==> src/rtl/wm_pkg.sv <==
// wm_pkg: shared types and constants for the coin credit controller.
// Rev 1.0
`default_nettype none

package wm_pkg;

  typedef enum logic [1:0] {
    ST_IDLE    = 2'd0,
    ST_COLLECT = 2'd1,
    ST_ARMED   = 2'd2,
    ST_REFUND  = 2'd3
  } state_t;

  typedef enum logic [1:0] {
    COIN_1   = 2'b00,
    COIN_2   = 2'b01,
    COIN_5   = 2'b10,
    COIN_BAD = 2'b11
  } coin_code_t;

  localparam logic [3:0] COIN_1_UNITS = 4'd1;
  localparam logic [3:0] COIN_2_UNITS = 4'd2;
  localparam logic [3:0] COIN_5_UNITS = 4'd5;

  localparam int SINGLE_PRICE_DEF = 4;
  localparam int DOUBLE_PRICE_DEF = 6;
  localparam int TIMEOUT_DEF      = 16;

  function automatic logic [3:0] coin_units(input coin_code_t code);
    case (code)
      COIN_1:  coin_units = COIN_1_UNITS;
      COIN_2:  coin_units = COIN_2_UNITS;
      COIN_5:  coin_units = COIN_5_UNITS;
      default: coin_units = 4'd0;
    endcase
  endfunction

endpackage

`default_nettype wire

==> src/rtl/coin_timeout_timer.sv <==
// coin_timeout_timer: counts enabled cycles, strobes expired on the TIMEOUT-th one.
// Rev 1.0
`default_nettype none

module coin_timeout_timer #(
  parameter int TIMEOUT = 16
) (
  input  logic clk,
  input  logic rst,
  input  logic clear,
  input  logic enable,
  output logic expired
);

  localparam int CW = $clog2(TIMEOUT + 1);

  logic [CW-1:0] count;

  assign expired = enable && !clear && (count == CW'(TIMEOUT - 1));

  always_ff @(posedge clk or negedge rst) begin
    if (!rst) begin
      count <= '0;
    end else if (clear) begin
      count <= '0;
    end else if (enable) begin
      count <= expired ? '0 : count + CW'(1);
    end
  end

endmodule

`default_nettype wire

==> src/rtl/coin_credit_ctrl.sv <==
// coin_credit_ctrl: accumulates coin credit, arms the washer at price, refunds change/cancel/timeout.
// Rev 1.0
`default_nettype none

module coin_credit_ctrl
  import wm_pkg::*;
#(
  parameter int SINGLE_PRICE = SINGLE_PRICE_DEF,
  parameter int DOUBLE_PRICE = DOUBLE_PRICE_DEF,
  parameter int TIMEOUT      = TIMEOUT_DEF
) (
  input  logic       clk,
  input  logic       rst,
  input  logic       coin_valid_i,
  input  logic [1:0] coin_value_i,
  input  logic       double_wash_req_i,
  input  logic       cancel_i,
  input  logic       wm_done_i,
  output logic       coin_deposit_o,
  output logic       double_wash_o,
  output logic [3:0] credit_o,
  output logic       refund_valid_o,
  output logic [3:0] refund_amount_o,
  output logic       reject_o
);

  state_t     state;
  coin_code_t code;
  logic [4:0] sum;
  logic [4:0] price;
  logic [3:0] change;
  logic       coin_ok;
  logic       pays;
  logic       tmr_clear;
  logic       tmr_enable;
  logic       expired;

  assign code = coin_code_t'(coin_value_i);

  // Sum is one bit wider so an overflow past 15 shows up as a carry and rejects the coin.
  always_comb begin
    price   = double_wash_req_i ? 5'(DOUBLE_PRICE) : 5'(SINGLE_PRICE);
    sum     = {1'b0, credit_o} + {1'b0, coin_units(code)};
    coin_ok = coin_valid_i && (code != COIN_BAD) && !sum[4];
    pays    = coin_ok && (sum >= price);
    change  = sum[3:0] - price[3:0];
  end

  assign tmr_enable = (state == ST_COLLECT);
  assign tmr_clear  = (state != ST_COLLECT) || coin_valid_i || cancel_i;

  coin_timeout_timer #(
    .TIMEOUT (TIMEOUT)
  ) u_timer (
    .clk     (clk),
    .rst     (rst),
    .clear   (tmr_clear),
    .enable  (tmr_enable),
    .expired (expired)
  );

  always_ff @(posedge clk or negedge rst) begin
    if (!rst) begin
      state           <= ST_IDLE;
      coin_deposit_o  <= 1'b0;
      double_wash_o   <= 1'b0;
      credit_o        <= 4'd0;
      refund_valid_o  <= 1'b0;
      refund_amount_o <= 4'd0;
      reject_o        <= 1'b0;
    end else begin
      refund_valid_o  <= 1'b0;
      refund_amount_o <= 4'd0;
      reject_o        <= 1'b0;
      case (state)
        ST_IDLE, ST_COLLECT: begin
          reject_o <= coin_valid_i && !coin_ok;
          if (pays) begin
            state           <= ST_ARMED;
            coin_deposit_o  <= 1'b1;
            double_wash_o   <= double_wash_req_i;
            credit_o        <= 4'd0;
            refund_valid_o  <= 1'b1;
            refund_amount_o <= change;
          end else if ((state == ST_COLLECT) && (cancel_i || expired)) begin
            // A same-cycle coin is credited before the refund is computed.
            state           <= ST_REFUND;
            credit_o        <= 4'd0;
            refund_valid_o  <= 1'b1;
            refund_amount_o <= coin_ok ? sum[3:0] : credit_o;
          end else if (coin_ok) begin
            state    <= ST_COLLECT;
            credit_o <= sum[3:0];
          end
        end
        ST_ARMED: begin
          reject_o <= coin_valid_i;
          if (wm_done_i) begin
            state          <= ST_IDLE;
            coin_deposit_o <= 1'b0;
            double_wash_o  <= 1'b0;
          end
        end
        ST_REFUND: begin
          state <= ST_IDLE;
        end
        default: begin
          state <= ST_IDLE;
        end
      endcase
    end
  end

endmodule

`default_nettype wire

==> config.mk <==
export PLATFORM = sky130hd
export DESIGN_NAME = coin_credit_ctrl
export DESIGN_NICKNAME = d
export VERILOG_FILES = /design/src/rtl/wm_pkg.sv /design/src/rtl/coin_timeout_timer.sv /design/src/rtl/coin_credit_ctrl.sv
export SDC_FILE = /design/constraint.sdc
export NUM_CORES = 1
export LEC_CHECK = 0
export ABC_CLOCK_PERIOD_IN_PS = 2500
export CORE_MARGIN = 2
export CORE_UTILIZATION = 46
export CTS_CLUSTER_DIAMETER = 40
export CTS_CLUSTER_SIZE = 8
export DETAILED_ROUTE_END_ITERATION = 6
export PLACE_DENSITY_LB_ADDON = 0.15
export SETUP_SLACK_MARGIN = 0.05
export SLEW_MARGIN = 10
export SYNTH_ARGS = -nofsm -noshare
export SYNTH_HDL_FRONTEND = slang
export SYNTH_SLANG_ARGS = --single-unit
==> constraint.sdc <==
create_clock -name clk -period 2.5 [get_ports clk]
set_input_delay 0.75 -clock clk [delete_from_list [all_inputs] [get_ports clk]]
set_output_delay 0.75 -clock clk [all_outputs]
set_load 0.01 [all_outputs]
==> results of run 1 <==
## kinds of logic (layout without fill, tap and decap cells)
| group | after synthesis | count (layout) | synth area share |
|---|---|---|---|
| AOI/OAI and AO/OA | 26 | 26 | 0.181 |
| xor gates and xnor gates | 3 | 3 | 0.0243 |
| adders and majority gates | 7 | 7 | 0.0879 |
| buffers and inverters | 9 | 53 | 0.0324 |
| DFF | 19 | 19 | 0.439 |
| and+or+nand+nor | 45 | 45 | 0.235 |
## critical path: stages
cell and delay (ps):
sky130_fd_sc_hd__buf_12 110, sky130_fd_sc_hd__inv_12 40, sky130_fd_sc_hd__ha_4 120, sky130_fd_sc_hd__inv_2 40
sky130_fd_sc_hd__fa_2 570, sky130_fd_sc_hd__ha_4 210, sky130_fd_sc_hd__nor2b_4 130, sky130_fd_sc_hd__a21oi_2 140
sky130_fd_sc_hd__a21boi_4 290, sky130_fd_sc_hd__buf_4 160, sky130_fd_sc_hd__o21ai_1 70, sky130_fd_sc_hd__a31o_2 230
## final timing paths
path                                            to  cells after the start             start  slack [ps]
worst max-delay path            refund_amount_o[0]                     12   coin_value_i[0]        -170
worst min-delay path              u_timer.count[0]                      1  u_timer.count[0]         460
worst max register to register  refund_amount_o[2]                     10       credit_o[0]         -20
worst min register to register    u_timer.count[0]                      1  u_timer.count[0]         460
max in group asynchronous         u_timer.count[0]                      2               rst        1530
min in group asynchronous            double_wash_o                      2               rst         780
## metrics by stage
stage / TNS (ps) / worst slack, ps / hold WS [ps]
after detailed placement: -10590 / -945 / 457
after global routing: -1680 / -234 / 492
after global placement: -9770 / -852 / 453
after CTS: -1260 / -230 / 470
final: -932 / -166 / 464
after floorplan: -857 / -151 / 432
## final cells by class
cell class | count | area (sq um)
Clock buffer | 4 | 26.3
Fill cell | 147 | 533
Inverter | 7 | 41.3
Multi-Input combinational cell | 81 | 713
Sequential cell | 19 | 475
Tap cell | 28 | 35.0
Timing Repair Buffer | 42 | 388
## sequential cells by signal (all words and copies together), names as in the netlist
name / cells
refund_valid_o: 1
coin_deposit_o: 1
reject_o: 1
double_wash_o: 1
credit_o: 4
state: 2
u_timer.count: 5
refund_amount_o: 4
## power by group through the flow
stage	clock [mW]	combinational, mW	sequential [mW]
2_1_floorplan	0	0.354	0.452
3_3_place_gp	0	0.627	0.450
3_5_place_dp	0	0.646	0.452
4_1_cts	0.151	0.774	0.451
5_1_grt	0.159	0.966	0.462
6_report	0.150	0.903	0.453
## cells in the final DEF (no fill, tap or decap), drive strengths merged, types with 2 or more instances in the layout
cell type and instances:
o21ai 8, nand2 8, clkdlybuf4s50 17, nor4 3, clkbuf 5, nand4 2, a21oi 5, dfrtp 19
buf 24, and3 6, ha 6, xnor2 2, nor2 7, nor3 3, or3 2, nor2b 3
nand2b 2, a21o 2, inv 7, and2 2, nand3 4
## repair_timing
item                       4_1_cts  5_1_grt
pin swaps                       10        8
buffers inserted                 5        3
cloned                           0        0
gates resized for setup         17       18
setup endpoints to repair       14       14
## per-layer routing
layer  wire length, um  GRT usage  vias to the layer above
met1              1140      0.266                      527
met3               114     0.0171                       10
met2              1550      0.385                       35
met4                98      0.103                        0
met5                 0          0                        -
li1                  -          -                      487
==> metrics.log, run 1 <==
[metrics] Sequential Power Share: 0.301
[metrics] total inserted antenna cells: 0
[metrics] most repeated cell in the gate-level netlist after synthesis: sky130_fd_sc_hd__dfrtp_1
[metrics] unrepaired setup endpoints after global routing: true
[metrics] Clock Tree Buf Depth: 2
[metrics] power after layout: 1.51 mW
[metrics] Iter 0 DRT Violations: 30
[metrics] fraction of power consumed by the clock network: 0.099
[metrics] clock slew at reported path FFs: 100 ps
[metrics] global-route wire length before repair: 4380 um
[metrics] H-tree levels: 1
[metrics] Max Clock Skew: 3.75 ps
[metrics] dominant cells by area after synthesis: sky130_fd_sc_hd__dfrtp_1, sky130_fd_sc_hd__ha_1, sky130_fd_sc_hd__o21ai_0
[metrics] fmax: 375 MHz
[metrics] largest net degree at the start of global routing: 20
[metrics] overflow left after global routing: 0
[metrics] number of flops mapped to enable cells by yosys: 0
[metrics] worst skew pair latency: 290 ps
[metrics] kind of path behind the tightest hold check: reg -> reg
[metrics] list of most frequent post-synthesis cells: sky130_fd_sc_hd__dfrtp_1, sky130_fd_sc_hd__nand2_1, sky130_fd_sc_hd__inv_1, sky130_fd_sc_hd__nor2_1, sky130_fd_sc_hd__o21ai_0
[metrics] net count reported at finish: 169
[metrics] final setup vio count: 9
[metrics] static power due to leakage: 0.767 nW
[metrics] mean cell area of the mapped netlist: 9.93 sq um
[metrics] area share of the leading cell type in the synthesized netlist: 0.439
[metrics] result of the run: finished with violations
[metrics] post-synthesis cell count: 109
[metrics] number of distinct library cell variants in the gate-level netlist after synthesis: 40
[metrics] starting utilization of the core area: 0.489
[metrics] TritonCTS Sinks: 19
[metrics] horizontal die dimension: 52.5 um
[metrics] Clk Tree Root Cell: sky130_fd_sc_hd__clkbuf_4
[metrics] Post-Synthesis Net Count: 124
[metrics] overall global routing resource usage: 0.218
[metrics] area enclosed by the die boundary: 2760 sq um
[metrics] placer's final routability congestion estimate: 0.787
[metrics] Net Sw Frac: 0.365
[metrics] vias in the first global route: 1,017
[metrics] I/O Buffers: 19
[metrics] type of element launching the critical path: input port
[metrics] remaining max-slew budget at the tightest pin: 0.591
[metrics] net switching component of the power: 0.549 mW
[metrics] transition time of the tightest slew-check pin: 612 ps
[metrics] cell total after placement: 170
[metrics] worst ir drop on vdd: 0.683 mV
[metrics] worst setup margin: -166 ps
[metrics] non-filler cells, final: 181
[metrics] sequential element share of the synthesized area: 0.439
[metrics] crit-path max FO: 5
[metrics] most frequently used flop master after synthesis: sky130_fd_sc_hd__dfrtp_1
[metrics] first-pass detailed-route iteration total: 4
[metrics] y dimension of the die: 52.5 um
[metrics] critical path class: in -> reg
[metrics] via density per instance: 5.85
[metrics] failing checks: negative setup slack
[metrics] final wirelength: 2910 um
[metrics] HPWL after detailed placement: 1970 um
[metrics] Hold Fails Final Rpt: 0
[metrics] async set-reset flop share out of synthesis: 1.00
[metrics] antenna violations before repair: 0
[metrics] Routed Antenna Nets: 0
[metrics] critical path data arrival time: 2850 ps
[metrics] total standard cell area after synthesis: 1080 sq um
[metrics] area added between synthesis and finish: 55.1%
[metrics] share of post-route cells with drive strength above 1: 0.392
[metrics] number of placement rows: 17
[metrics] Pint: 0.956 mW
[metrics] number of primary I/O pins: 20
[metrics] clock buffer count from CTS: 3
[metrics] combinational group share of total power: 0.600
[metrics] count of synthesis-stage warnings from yosys: 0
[metrics] final max-slew violation count: 0
[metrics] post-placement cell area: 1470 sq um
[metrics] TritonCTS clock tree: done
[metrics] post-cts hold buffer count: 0
[metrics] wire length per cell: 16.1 um
[metrics] PwrDens: 896 nW/um^2
[metrics] core region area: 2210 sq um
[metrics] post-layout minimum cycle time: 2670 ps
[metrics] endpoint class of the critical path: register
[metrics] via count of the routed design: 1,059
[metrics] final core area utilization: 0.759
[metrics] Yosys reg bits: 19
[metrics] finished layout cell area: 1680 sq um
[metrics] final cycle utilization of the critical path: 1.07
[metrics] cell type contributing the most total cell area after synthesis: sky130_fd_sc_hd__dfrtp_1
[metrics] required time worst endpoint: 2690 ps
[metrics] number of violations of the max-capacitance limit: 0
[metrics] DRC violation count after routing: 0
(Power assumes the default switching activity.)
==> inputs of run 2 (changes only) <==
ABC_CLOCK_PERIOD_IN_PS = 2590   (was 2500)
CORE_UTILIZATION = 51   (was 46)
clock period = 2.59 ns   (was 2.5 ns; I/O delays follow)
==> run 2 against run 1 <==
Net effect:
- the run still ends with negative setup slack left
- critical path depth fell by 1
- global-route usage up 3.9 points
- die area is 9.1% lower
- clock skew down 2.7 ps
- count of clock-buffer cells in the layout is 1 lower
- total power fell by 7.5%
- critical path type unchanged
==> metrics.log, run 2 (synthesis results as in run 1) <==
[metrics] result of the run: finished with violations
[metrics] failing checks: negative setup slack
[metrics] TritonCTS Sinks: 19
[metrics] antenna violations before repair: 0
[metrics] count of buffering cells on the critical path with inverters included: 3
[metrics] via count of the routed design: 1,023
[metrics] global-route wire length before repair: 4830 um
[metrics] Routed Antenna Nets: 0
[metrics] number of placement rows: 16
[metrics] static power due to leakage: 0.771 nW
[metrics] flip-flop count of the largest register after layout: 5
[metrics] required time worst endpoint: 2780 ps
[metrics] Hold Fails Final Rpt: 0
[metrics] I/O Buffers: 19
[metrics] largest net degree at the start of global routing: 20
[metrics] H-tree levels: 1
[metrics] Iter 0 DRT Violations: 25
[metrics] Sequential Power Share: 0.315
[metrics] Layout fillers: 111
[metrics] first-pass detailed-route iteration total: 4
[metrics] total negative setup slack: -313 ps
[metrics] final cycle utilization of the critical path: 1.05
[metrics] starting utilization of the core area: 0.546
[metrics] Clock Tree Buf Depth: 2
[metrics] post-layout minimum cycle time: 2710 ps
[metrics] largest register by flop count: u_timer.count
[metrics] clock buffer count from CTS: 3
[metrics] net count reported at finish: 168
[metrics] hold slack final: 479 ps
[metrics] worst setup margin: -124 ps
[metrics] Pint: 0.866 mW
[metrics] post-placement cell area: 1470 sq um
[metrics] HPWL after detailed placement: 2000 um
[metrics] top cell family by delay on the critical path: adder cells
[metrics] core region area: 1980 sq um
[metrics] finished layout cell area: 1650 sq um
[metrics] DRC violation count after routing: 0
[metrics] worst ir drop on vdd: 0.648 mV
[metrics] overall global routing resource usage: 0.257
[metrics] y dimension of the die: 50.1 um
[metrics] worst setup timing slack at the placement stage: -894 ps
[metrics] type of element launching the critical path: input port
[metrics] kind of path behind the tightest hold check: reg -> reg
[metrics] PwrDens: 845 nW/um^2
[metrics] non-filler cells, final: 179
[metrics] critical path class: in -> reg
[metrics] cell total after placement: 169
[metrics] remaining max-slew budget at the tightest pin: 0.469
[metrics] unrepaired setup endpoints after global routing: true
[metrics] slowest stage cell, crit path: sky130_fd_sc_hd__fa_1
[metrics] overflow left after global routing: 0
[metrics] endpoint class of the critical path: register
[metrics] area added between synthesis and finish: 52.3%
[metrics] share of post-route cells with drive strength above 1: 0.368
[metrics] most frequent cells in the layout: sky130_fd_sc_hd__dfrtp_1, sky130_fd_sc_hd__buf_4, sky130_fd_sc_hd__clkdlybuf4s50_1
[metrics] net switching component of the power: 0.526 mW
[metrics] critical path data arrival time: 2900 ps
[metrics] number of violations of the max-capacitance limit: 0
[metrics] area enclosed by the die boundary: 2510 sq um
[metrics] wire length per cell: 16.6 um
[metrics] Clk Tree Root Cell: sky130_fd_sc_hd__clkbuf_4
[metrics] Max Clock Skew: 1.02 ps
[metrics] via density per instance: 5.72
[metrics] transition time of the tightest slew-check pin: 795 ps
[metrics] worst stage delay on the critical path: 470 ps
[metrics] fraction of power consumed by the clock network: 0.102
[metrics] clock slew at reported path FFs: 100 ps
[metrics] final wirelength: 2970 um
[metrics] vias in the first global route: 1,052
[metrics] horizontal die dimension: 50.1 um
[metrics] crit-path max FO: 5
[metrics] TritonCTS clock tree: done
[metrics] chain of cells forming the critical path: buf_12, inv_12, ha_4, inv_2, fa_1, ha_1, nor2b_4, a21oi_4, a21boi_4, o21ai_1, a31o_2
[metrics] fmax: 368 MHz
[metrics] Net Sw Frac: 0.378
[metrics] top flop regs: u_timer.count (5), credit_o (4), refund_amount_o (4)
[metrics] final setup vio count: 6
[metrics] total inserted antenna cells: 0
[metrics] placer's final routability congestion estimate: 0.894
[metrics] combinational group share of total power: 0.583
[metrics] final max-slew violation count: 0
[metrics] number of primary I/O pins: 20
[metrics] worst skew pair latency: 290 ps
-- run 2: routing by layer --
metal / global-route usage / share of wire / wire (um)
met4: 0.0926 / 0.014 / 41
met3: 0.0455 / 0.029 / 86
met5: 0 / 0 / 0
met2: 0.436 / 0.52 / 1540
met1: 0.323 / 0.44 / 1300
-- run 2: final timing paths --
check	from	end	slack, ps	cells after the start
setup / recovery	coin_value_i[0]	refund_amount_o[0]	-120	11
hold / removal	u_timer.count[0]	u_timer.count[0]	480	1
setup reg to reg	credit_o[0]	refund_amount_o[0]	0	9
hold reg to reg	u_timer.count[0]	u_timer.count[0]	480	1
max in group asynchronous	rst	u_timer.count[2]	1580	2
min in group asynchronous	rst	refund_amount_o[0]	810	2
-- run 2: what timing repair did --
action	in CTS	in global routing
hold buffers	0	0
endpoints found under the setup margin	14	14
gates cloned	1	0
buffers inserted	4	2
gates resized for setup	18	12
pin swaps	12	8
-- run 2: cell type report --
| type | count | area, sq um | area share |
|---|---|---|---|
| clock buffers | 3 | 22.5 | 0.0137 |
| clock inverters | 1 | 5.00 | 0.00304 |
| inverters | 7 | 38.8 | 0.0235 |
| multi-input cells | 82 | 712 | 0.432 |
| flip-flops and latches | 19 | 475 | 0.289 |
| well taps | 27 | 33.8 | 0.0205 |
| repair buffers | 40 | 360 | 0.219 |
-- run 2: through the flow --
stage,utilization,power [mW]
floorplan,-,0.779
global placement,0.742,1.06
detailed placement,0.742,1.07
CTS,0.808,1.30
global route,0.831,1.48
finish,0.831,1.39
-- run 2: power groups by stage --
stage,Clock [mW],Combinational [mW],Sequential (mW)
2_1_floorplan,0,0.342,0.437
3_3_place_gp,0,0.620,0.435
4_1_cts,0.145,0.725,0.431
6_report,0.142,0.812,0.439
5_1_grt,0.162,0.867,0.447
3_5_place_dp,0,0.632,0.434
